**src/rtl/bcd_pkg.sv**
```systemverilog
// Shared types and constants for the digit-serial packed-BCD adder.
//   BCD_DIGIT_W  width of one BCD digit
//   BCD_MAX      largest legal digit value
//   BCD_ADJ      decimal correction added to an overflowing binary digit sum
//   bcd_ctrl_state_t  sequencer states
package bcd_pkg;

   localparam int unsigned BCD_DIGIT_W = 4;
   localparam int unsigned BCD_MAX     = 9;
   localparam int unsigned BCD_ADJ     = 6;

   typedef logic [BCD_DIGIT_W-1:0] bcd_digit_t;

   typedef enum logic [1:0] {
      IDLE,
      RUN,
      DONE
   } bcd_ctrl_state_t;

endpackage

```
**src/rtl/bcd_digit_add.sv**
```systemverilog
// Single-digit BCD adder, purely combinational.
// Ports:
//   a_d_i, b_d_i  operand digits (non-BCD values pass through the same formula)
//   c_in_i        decimal carry-in
//   s_d_o         result digit
//   c_out_o       decimal carry-out
module bcd_digit_add
   import bcd_pkg::*;
(
   input  logic [3:0] a_d_i,
   input  logic [3:0] b_d_i,
   input  logic       c_in_i,
   output logic [3:0] s_d_o,
   output logic       c_out_o
);

   logic [4:0] t;

   always_comb begin
      t = {1'b0, a_d_i} + {1'b0, b_d_i} + {4'b0000, c_in_i};
      if (t > 5'(BCD_MAX)) begin
         // Only the low nibble of (t + 6) is kept; the carry is implied by t > 9.
         s_d_o   = t[3:0] + 4'(BCD_ADJ);
         c_out_o = 1'b1;
      end else begin
         s_d_o   = t[3:0];
         c_out_o = 1'b0;
      end
   end

endmodule

```
**src/rtl/bcd_serial_add_ctrl.sv**
```systemverilog
// Digit-serial N-digit packed-BCD adder: one shared digit adder walks the operands
// from LS to MS digit, one digit per clock, with the decimal carry held in a register.
// Optional build macro: BCD_ERR_EN adds err_o, a sticky flag for non-BCD operand digits.
// Ports:
//   clk, rst                  clock (rising edge), async active-high reset
//   in_valid_i / in_ready_o   operand handshake (in_ready_o high only in IDLE)
//   a_i, b_i, cin_i           packed BCD operands (digit 0 in [3:0]) and carry-in
//   out_valid_o / out_ready_i result handshake (out_valid_o high only in DONE)
//   sum_o, cout_o             packed BCD result and decimal carry-out
//   err_o                     (BCD_ERR_EN only) non-BCD digit seen, valid with out_valid_o
module bcd_serial_add_ctrl
   import bcd_pkg::*;
#(
   parameter int unsigned N     = 4,
   parameter int unsigned IDX_W = (N > 1) ? $clog2(N) : 1
) (
   input  logic           clk,
   input  logic           rst,
   input  logic           in_valid_i,
   output logic           in_ready_o,
   input  logic [4*N-1:0] a_i,
   input  logic [4*N-1:0] b_i,
   input  logic           cin_i,
   output logic           out_valid_o,
   input  logic           out_ready_i,
   output logic [4*N-1:0] sum_o,
   output logic           cout_o
`ifdef BCD_ERR_EN
   ,
   output logic           err_o
`endif
);

   localparam int unsigned W = BCD_DIGIT_W * N;

   bcd_ctrl_state_t state_q, state_d;
   logic [W-1:0]    a_q, a_d, b_q, b_d, sum_q, sum_d;
   logic [IDX_W-1:0] idx_q, idx_d;
   logic            carry_q, carry_d, cout_q, cout_d;
   logic [3:0]      dig_s;
   logic            dig_c;
   logic            accept, last_digit;

   assign accept     = (state_q == IDLE) && in_valid_i;
   assign last_digit = (idx_q == IDX_W'(N - 1));

   bcd_digit_add u_digit_add (
      .a_d_i  (a_q[3:0]),
      .b_d_i  (b_q[3:0]),
      .c_in_i (carry_q),
      .s_d_o  (dig_s),
      .c_out_o(dig_c)
   );

   // State register
   always_ff @(posedge clk or posedge rst) begin
      if (rst) begin
         state_q <= IDLE;
      end else begin
         state_q <= state_d;
      end
   end

   // Next-state logic
   always_comb begin
      state_d = state_q;
      unique case (state_q)
         IDLE:    if (in_valid_i)  state_d = RUN;
         RUN:     if (last_digit)  state_d = DONE;
         DONE:    if (out_ready_i) state_d = IDLE;
         default: state_d = IDLE;
      endcase
   end

   // Handshake outputs decode the state only
   always_comb begin
      in_ready_o  = (state_q == IDLE);
      out_valid_o = (state_q == DONE);
   end

   // Datapath next-state
   always_comb begin
      a_d     = a_q;
      b_d     = b_q;
      sum_d   = sum_q;
      idx_d   = idx_q;
      carry_d = carry_q;
      cout_d  = cout_q;
      if (accept) begin
         a_d     = a_i;
         b_d     = b_i;
         carry_d = cin_i;
         idx_d   = '0;
      end else if (state_q == RUN) begin
         a_d     = a_q >> BCD_DIGIT_W;
         b_d     = b_q >> BCD_DIGIT_W;
         // New digit enters at the MS end so digit 0 lands in [3:0] after N steps.
         sum_d   = sum_q >> BCD_DIGIT_W;
         sum_d[W-1 -: BCD_DIGIT_W] = dig_s;
         carry_d = dig_c;
         idx_d   = idx_q + IDX_W'(1);
         if (last_digit) begin
            cout_d = dig_c;
         end
      end
   end

   always_ff @(posedge clk or posedge rst) begin
      if (rst) begin
         a_q     <= '0;
         b_q     <= '0;
         sum_q   <= '0;
         idx_q   <= '0;
         carry_q <= 1'b0;
         cout_q  <= 1'b0;
      end else begin
         a_q     <= a_d;
         b_q     <= b_d;
         sum_q   <= sum_d;
         idx_q   <= idx_d;
         carry_q <= carry_d;
         cout_q  <= cout_d;
      end
   end

   assign sum_o  = sum_q;
   assign cout_o = cout_q;

`ifdef BCD_ERR_EN
   logic err_q, err_d;

   always_comb begin
      err_d = err_q;
      if (accept) begin
         err_d = 1'b0;
      end else if (state_q == RUN) begin
         err_d = err_q | (a_q[3:0] > 4'(BCD_MAX)) | (b_q[3:0] > 4'(BCD_MAX));
      end
   end

   always_ff @(posedge clk or posedge rst) begin
      if (rst) begin
         err_q <= 1'b0;
      end else begin
         err_q <= err_d;
      end
   end

   assign err_o = err_q;
`endif

endmodule

```
**config.mk**
```make
export PLATFORM = sky130hd
export DESIGN_NAME = bcd_serial_add_ctrl
export DESIGN_NICKNAME = d
export VERILOG_FILES = /design/src/rtl/bcd_pkg.sv /design/src/rtl/bcd_digit_add.sv /design/src/rtl/bcd_serial_add_ctrl.sv
export SDC_FILE = /design/constraint.sdc
export NUM_CORES = 1
export LEC_CHECK = 0
export CORE_AREA = 2 2 72 74
export DETAILED_ROUTE_END_ITERATION = 16
export DIE_AREA = 0 0 74 76
export PLACE_DENSITY = 0.81
export SKIP_LAST_GASP = 1
export SLEW_MARGIN = 20
export SYNTH_ARGS = -nofsm -noshare
export SYNTH_HDL_FRONTEND = slang
export SYNTH_HIERARCHICAL = 1
export SYNTH_SLANG_ARGS = --single-unit
```
**constraint.sdc**
```tcl
create_clock -name clk -period 5.32 [get_ports clk]
set_input_delay 0.532 -clock clk [delete_from_list [all_inputs] [get_ports clk]]
set_output_delay 0.532 -clock clk [all_outputs]
set_load 0.1 [all_outputs]
```
# Word-level counts from Yosys, hierarchy flattened
# Index checks and enable logic that the tools add are counted.
[totals]
ff_bits = 54
in_bits = 37
output_inout_bits = 19
elab_cells = 39
[op_classes]
addsub = 4
magnitude_cmp = 1
n_eq_ne = 6
mux = 14
n_bitwise = 1
reduce_logical = 6
[ops]
columns = ["op", "n"]
rows = [
  ["16-bit two-way mux", 4],
  ["2-bit two-way mux", 5],
  ["2-bit one-hot mux with 3 select lines", 1],
  ["3-bit AND reduction", 2],
  ["4-bit by 4-bit adder with 5-bit output", 1],
  ["5-bit by 1-bit adder with 5-bit output", 1],
  ["5-bit by 4-bit greater-than comparator with 1-bit output (second input constant)", 1],
  ["4-bit by 3-bit adder with 4-bit output (second input constant)", 1],
  ["2-bit == test (second input constant)", 2],
  ["4-bit two-way mux", 1],
  ["2-bit inequality test (second input constant)", 2],
  ["1-bit two-way mux", 3],
  ["2-bit by 1-bit adder with 2-bit output (second input constant)", 1],
  ["2-bit by 1-bit == test with 1-bit output (second input constant)", 1],
  ["2-bit logical NOT", 1],
  ["2-bit by 1-bit inequality test with 1-bit output (second input constant)", 1],
  ["2-bit AND reduction", 1],
  ["2-bit nonzero test", 1],
  ["1-bit logical AND", 1],
  ["1-bit inverter", 1],
]

# Longest topological paths before layout
[logic_depth]
depth_word = 6
depth_mapped = 9
ltp_nobuf = 9

# Modules after synthesis
# The synthesis kept the hierarchy.
[by_module_without_submodules]
columns = ["module", "n_inst", "cells_per_inst", "area_each_um2", "seq_area_each_um2"]
rows = [
  ["bcd_serial_add_ctrl", 1, 238, 2322.2, 1351.3],
  ["bcd_digit_add", 1, 22, 211.5, 0.0],
]

# Worst setup path before layout
# No wires, ideal clock.
[synth_path]
kind = "reg2reg"
from = "register a_q[0]"
to = "register sum_q[14], in the netlist sum_o[14]"
setup_ns = 0.068
t_arrival_ns = 2.456
required_ns = 5.252
slack_ns = 2.795
stages_incl_launch_ff = 10
path_buffers = 0
synth_period_minus_slack_ns = 2.525
cell_sequence = "dfrtp_1 -> fa_1 -> fa_1 -> xnor2_1 -> ha_1 -> a31o_1 -> o31ai_4 -> mux2i_1 -> nand2_1 -> nand2_1"
[synth_between]
elab_chain_len = 4
elab_cells_between_ends = 5
cone_classes = "add/sub (3); order compare (1); mux (1)"
[synth_rtl]
columns = ["element", "line", "rtl"]
rows = [
  ["from (decl)", "bcd_serial_add_ctrl.sv:37", "logic [W-1:0] a_q, a_d, b_q, b_d, sum_q, sum_d;"],
  ["from (signal assigned)", "bcd_serial_add_ctrl.sv:110", "a_q <= '0;"],
  ["from (signal assigned)", "bcd_serial_add_ctrl.sv:117", "a_q <= a_d;"],
  ["4-bit by 4-bit adder with 5-bit output (*)", "bcd_digit_add.sv:20", "t = {1'b0, a_d_i} + {1'b0, b_d_i} + {4'b0000, c_in_i};"],
  ["5-bit by 1-bit adder with 5-bit output (*)", "bcd_digit_add.sv:20", ""],
  ["4-bit by 3-bit adder with 4-bit output / 5-bit by 4-bit greater-than comparator with 1-bit output (equally long branches)", "bcd_digit_add.sv:23, bcd_digit_add.sv:21", ""],
  ["4-bit two-way mux (*)", "bcd_digit_add.sv:21", "if (t > 5'(BCD_MAX)) begin"],
  ["via dig_s[2]", "bcd_serial_add_ctrl.sv:40", "logic [3:0] dig_s;"],
  ["to (signal assigned)", "bcd_serial_add_ctrl.sv:119", "sum_q <= sum_d;"],
  ["to (decl)", "bcd_serial_add_ctrl.sv:37", ""],
]
# Mark *: on every way through the listed nets, which the timed path passes. The rest lies on a longest branch.
# A chain may end at the register's enable or synchronous reset.

# Worst setup path in the final report
[layout_path]
from = "register state_q[1]"
to = "output port out_valid_o"
[layout_between]
elab_chain_len = 1
[layout_rtl]
columns = ["element", "line", "rtl"]
rows = [
  ["from (decl)", "bcd_serial_add_ctrl.sv:36", "bcd_ctrl_state_t state_q, state_d;"],
  ["from (signal assigned)", "bcd_serial_add_ctrl.sv:60", "state_q <= state_d;"],
  ["2-bit == test", "bcd_serial_add_ctrl.sv:78", "out_valid_o = (state_q == DONE);"],
  ["to (decl)", "bcd_serial_add_ctrl.sv:24", "output logic out_valid_o,"],
]
# Every way passes these cells.

==> metrics <==
status complete, no violations; crit path cell chain inv_2 > nor2_1 > clkdlybuf4s50_1; number of remaining DRC errors 0; Root Driver clkbuf_8; vias 2167; placed cell count 367; Slew Limit Headroom 0.3203; Hold Path Class reg -> reg; Num CTS Buffers 5; Critical Path Fanout Max 25; CTS tree built; largest net degree at the start of global routing 55; DRT Pass-1 Iters 5; Slowest cell on crit path clkdlybuf4s50_1; share of cells above drive strength 1 0.04276; fmax 327.6 MHz; CTS hold repair buffers 0; Non-Filler Instances 374; unrepaired setup endpoints after global routing false; Synth Instances 260; WL/cell 15.48 um; vias in the first global route 2105; worst-margin pin slew 1.016 ns; H-tree levels 2; drt via density 5.794; Final period util 0.5738; most frequent cells in the layout clkdlybuf4s50_1 (55), nand2_1 (54), dfrtp_1 (54); ANT cells 0; Tmin final 3.052 ns; PostCTS Resize Cnt 0; Post-synth ARST share 1.000; Worst Setup Start Kind register; Syn Nets 304; Mean Syn Cell Area 9.745 um2; final slew viol count 0; floorplan core area 0.004912 mm2; height of the die 76 um; Starting DRT DRC Count 227; antenna violations before repair 0; commonest non-fill, non-tap cell in the layout clkdlybuf4s50_1; worst-case clock buffer depth 2; num rows 26; setup_tns 0 ns; clk_skew 0.005934 ns; first-pass GRT wire length 9818 um; Post-Route WL 5788 um; Clk Latency, worst-skew pair 0.31 ns; Max Cap Viol 0; Layout area overhead 24.00%; IO Port Bufs 55; FF-to-FF setup slack 2.47 ns; I/O pin count 56; overall global routing resource usage 0.2193; top_reg_cell synth dfrtp_1; crit-path max cell delay 1.15 ns; die span in x 74 um; total gr overflow 0; critical path class reg -> out; CP delay by family, top buffers and inverters; mapped cell area 0.002534 mm2; crit path DAT 2.52 ns; Final ANT Viol Nets 0; Seq/Total Area, Yosys 0.5333; post-DP HPWL 3863 um; Required @ worst endpoint 4.79 ns; Setup crit end kind output port; Post-synth EDFFs 0; final setup fails 0; Die ar. 0.005624 mm2; Worst-path clk slew 0.09 ns; RePlAce Congestion 0.8514; Yosys cell types 35; post-CTS setup buffers 0; Yosys warning count 6; Nets 348; initial cell density of the core 0.5158; Fin. Hold Viols 0; # clock sinks 54; flops & latches, synth 54; Buf/Inv on CP 2
==> kinds of logic (layout without fill, tap and decap cells) <==
family / after synthesis / after routing / share of synthesized area
multiplexers: 2 / 2 / 0.009875
AO/OA/AOI/OAI: 95 / 95 / 0.2311
flip-flops: 54 / 54 / 0.5333
AND/OR/NAND/NOR: 76 / 76 / 0.1254
adder cells (fa/ha/maj): 7 / 7 / 0.04049
buffers and inverters: 24 / 68 / 0.05284
XOR/XNOR: 2 / 2 / 0.006915
==> registers in the layout (all words and copies together), names as in the netlist <==
signal / flops
state_q: 2
sum_o: 16
cout_o: 1
idx_q: 2
b_q: 16
a_q: 16
carry_q: 1
==> worst min-delay path, stage by stage (launching register included) <==
cell and delay, ns:
dfrtp_1 0.35, nand2_1 0.05, nand2_1 0.05
==> stage by stage <==
step                worst slack, ns  instance area [um2]  hold slack (ns)    util
detailed placement            2.315                 3064           0.4623  0.6238
CTS                           2.289                 3141           0.4844  0.6393
global route                  2.127                 3142           0.5159  0.6396
global placement              2.334                 3064           0.4583  0.6238
floorplan                     2.795                 2534           0.4661       -
finish                        2.268                 3142           0.4791  0.6396
==> Yosys cell counts (2+ instances only) <==
library cell / count / area share
dfrtp_1: 54 / 0.53
nand2_1: 54 / 0.080
o22ai_1: 45 / 0.11
a21oi_1: 27 / 0.053
o21ai_0: 12 / 0.024
buf_2: 8 / 0.016
nor2_1: 7 / 0.010
nor3_1: 6 / 0.012
clkbuf_1: 5 / 0.0074
ha_1: 5 / 0.025
a22o_1: 3 / 0.010
buf_4: 3 / 0.0089
buf_6: 3 / 0.013
inv_1: 3 / 0.0044
fa_1: 2 / 0.016
nand2b_1: 2 / 0.0049
nor2b_1: 2 / 0.0049
xnor2_1: 2 / 0.0069
==> layout make-up <==
class,instances,area [um2]
repair buffers,56,558.0
well taps,70,87.58
fillers,416,1770
multi-input cells,182,1049
clock buffers,7,76.32
flip-flops and latches,54,1351
inverters,5,20.02
==> layer usage <==
layer  track usage  wire length [um]  vias up
met5             0                 0        -
met4       0.08182               127        0
met3       0.03571               204       12
met2        0.3330              2838       63
met1        0.3159              2617     1073
li1              -                 -     1019
==> path summary, 6_finish.rpt <==
| kind | startpoint | to | depth (start not counted) |
|---|---|---|---|
| hold / removal | sum_o[1] | sum_o[1] | 2 |
| min in group asynchronous | rst | sum_o[6] | 2 |
| setup reg to reg | a_q[0] | sum_o[14] | 9 |
| hold reg to reg | sum_o[1] | sum_o[1] | 2 |
| setup / recovery | state_q[1] | out_valid_o | 3 |
| max in group asynchronous | rst | b_q[10] | 2 |
Power is not shown: default switching activity piles up to over one toggle a cycle in this logic, so the estimate is an artifact.
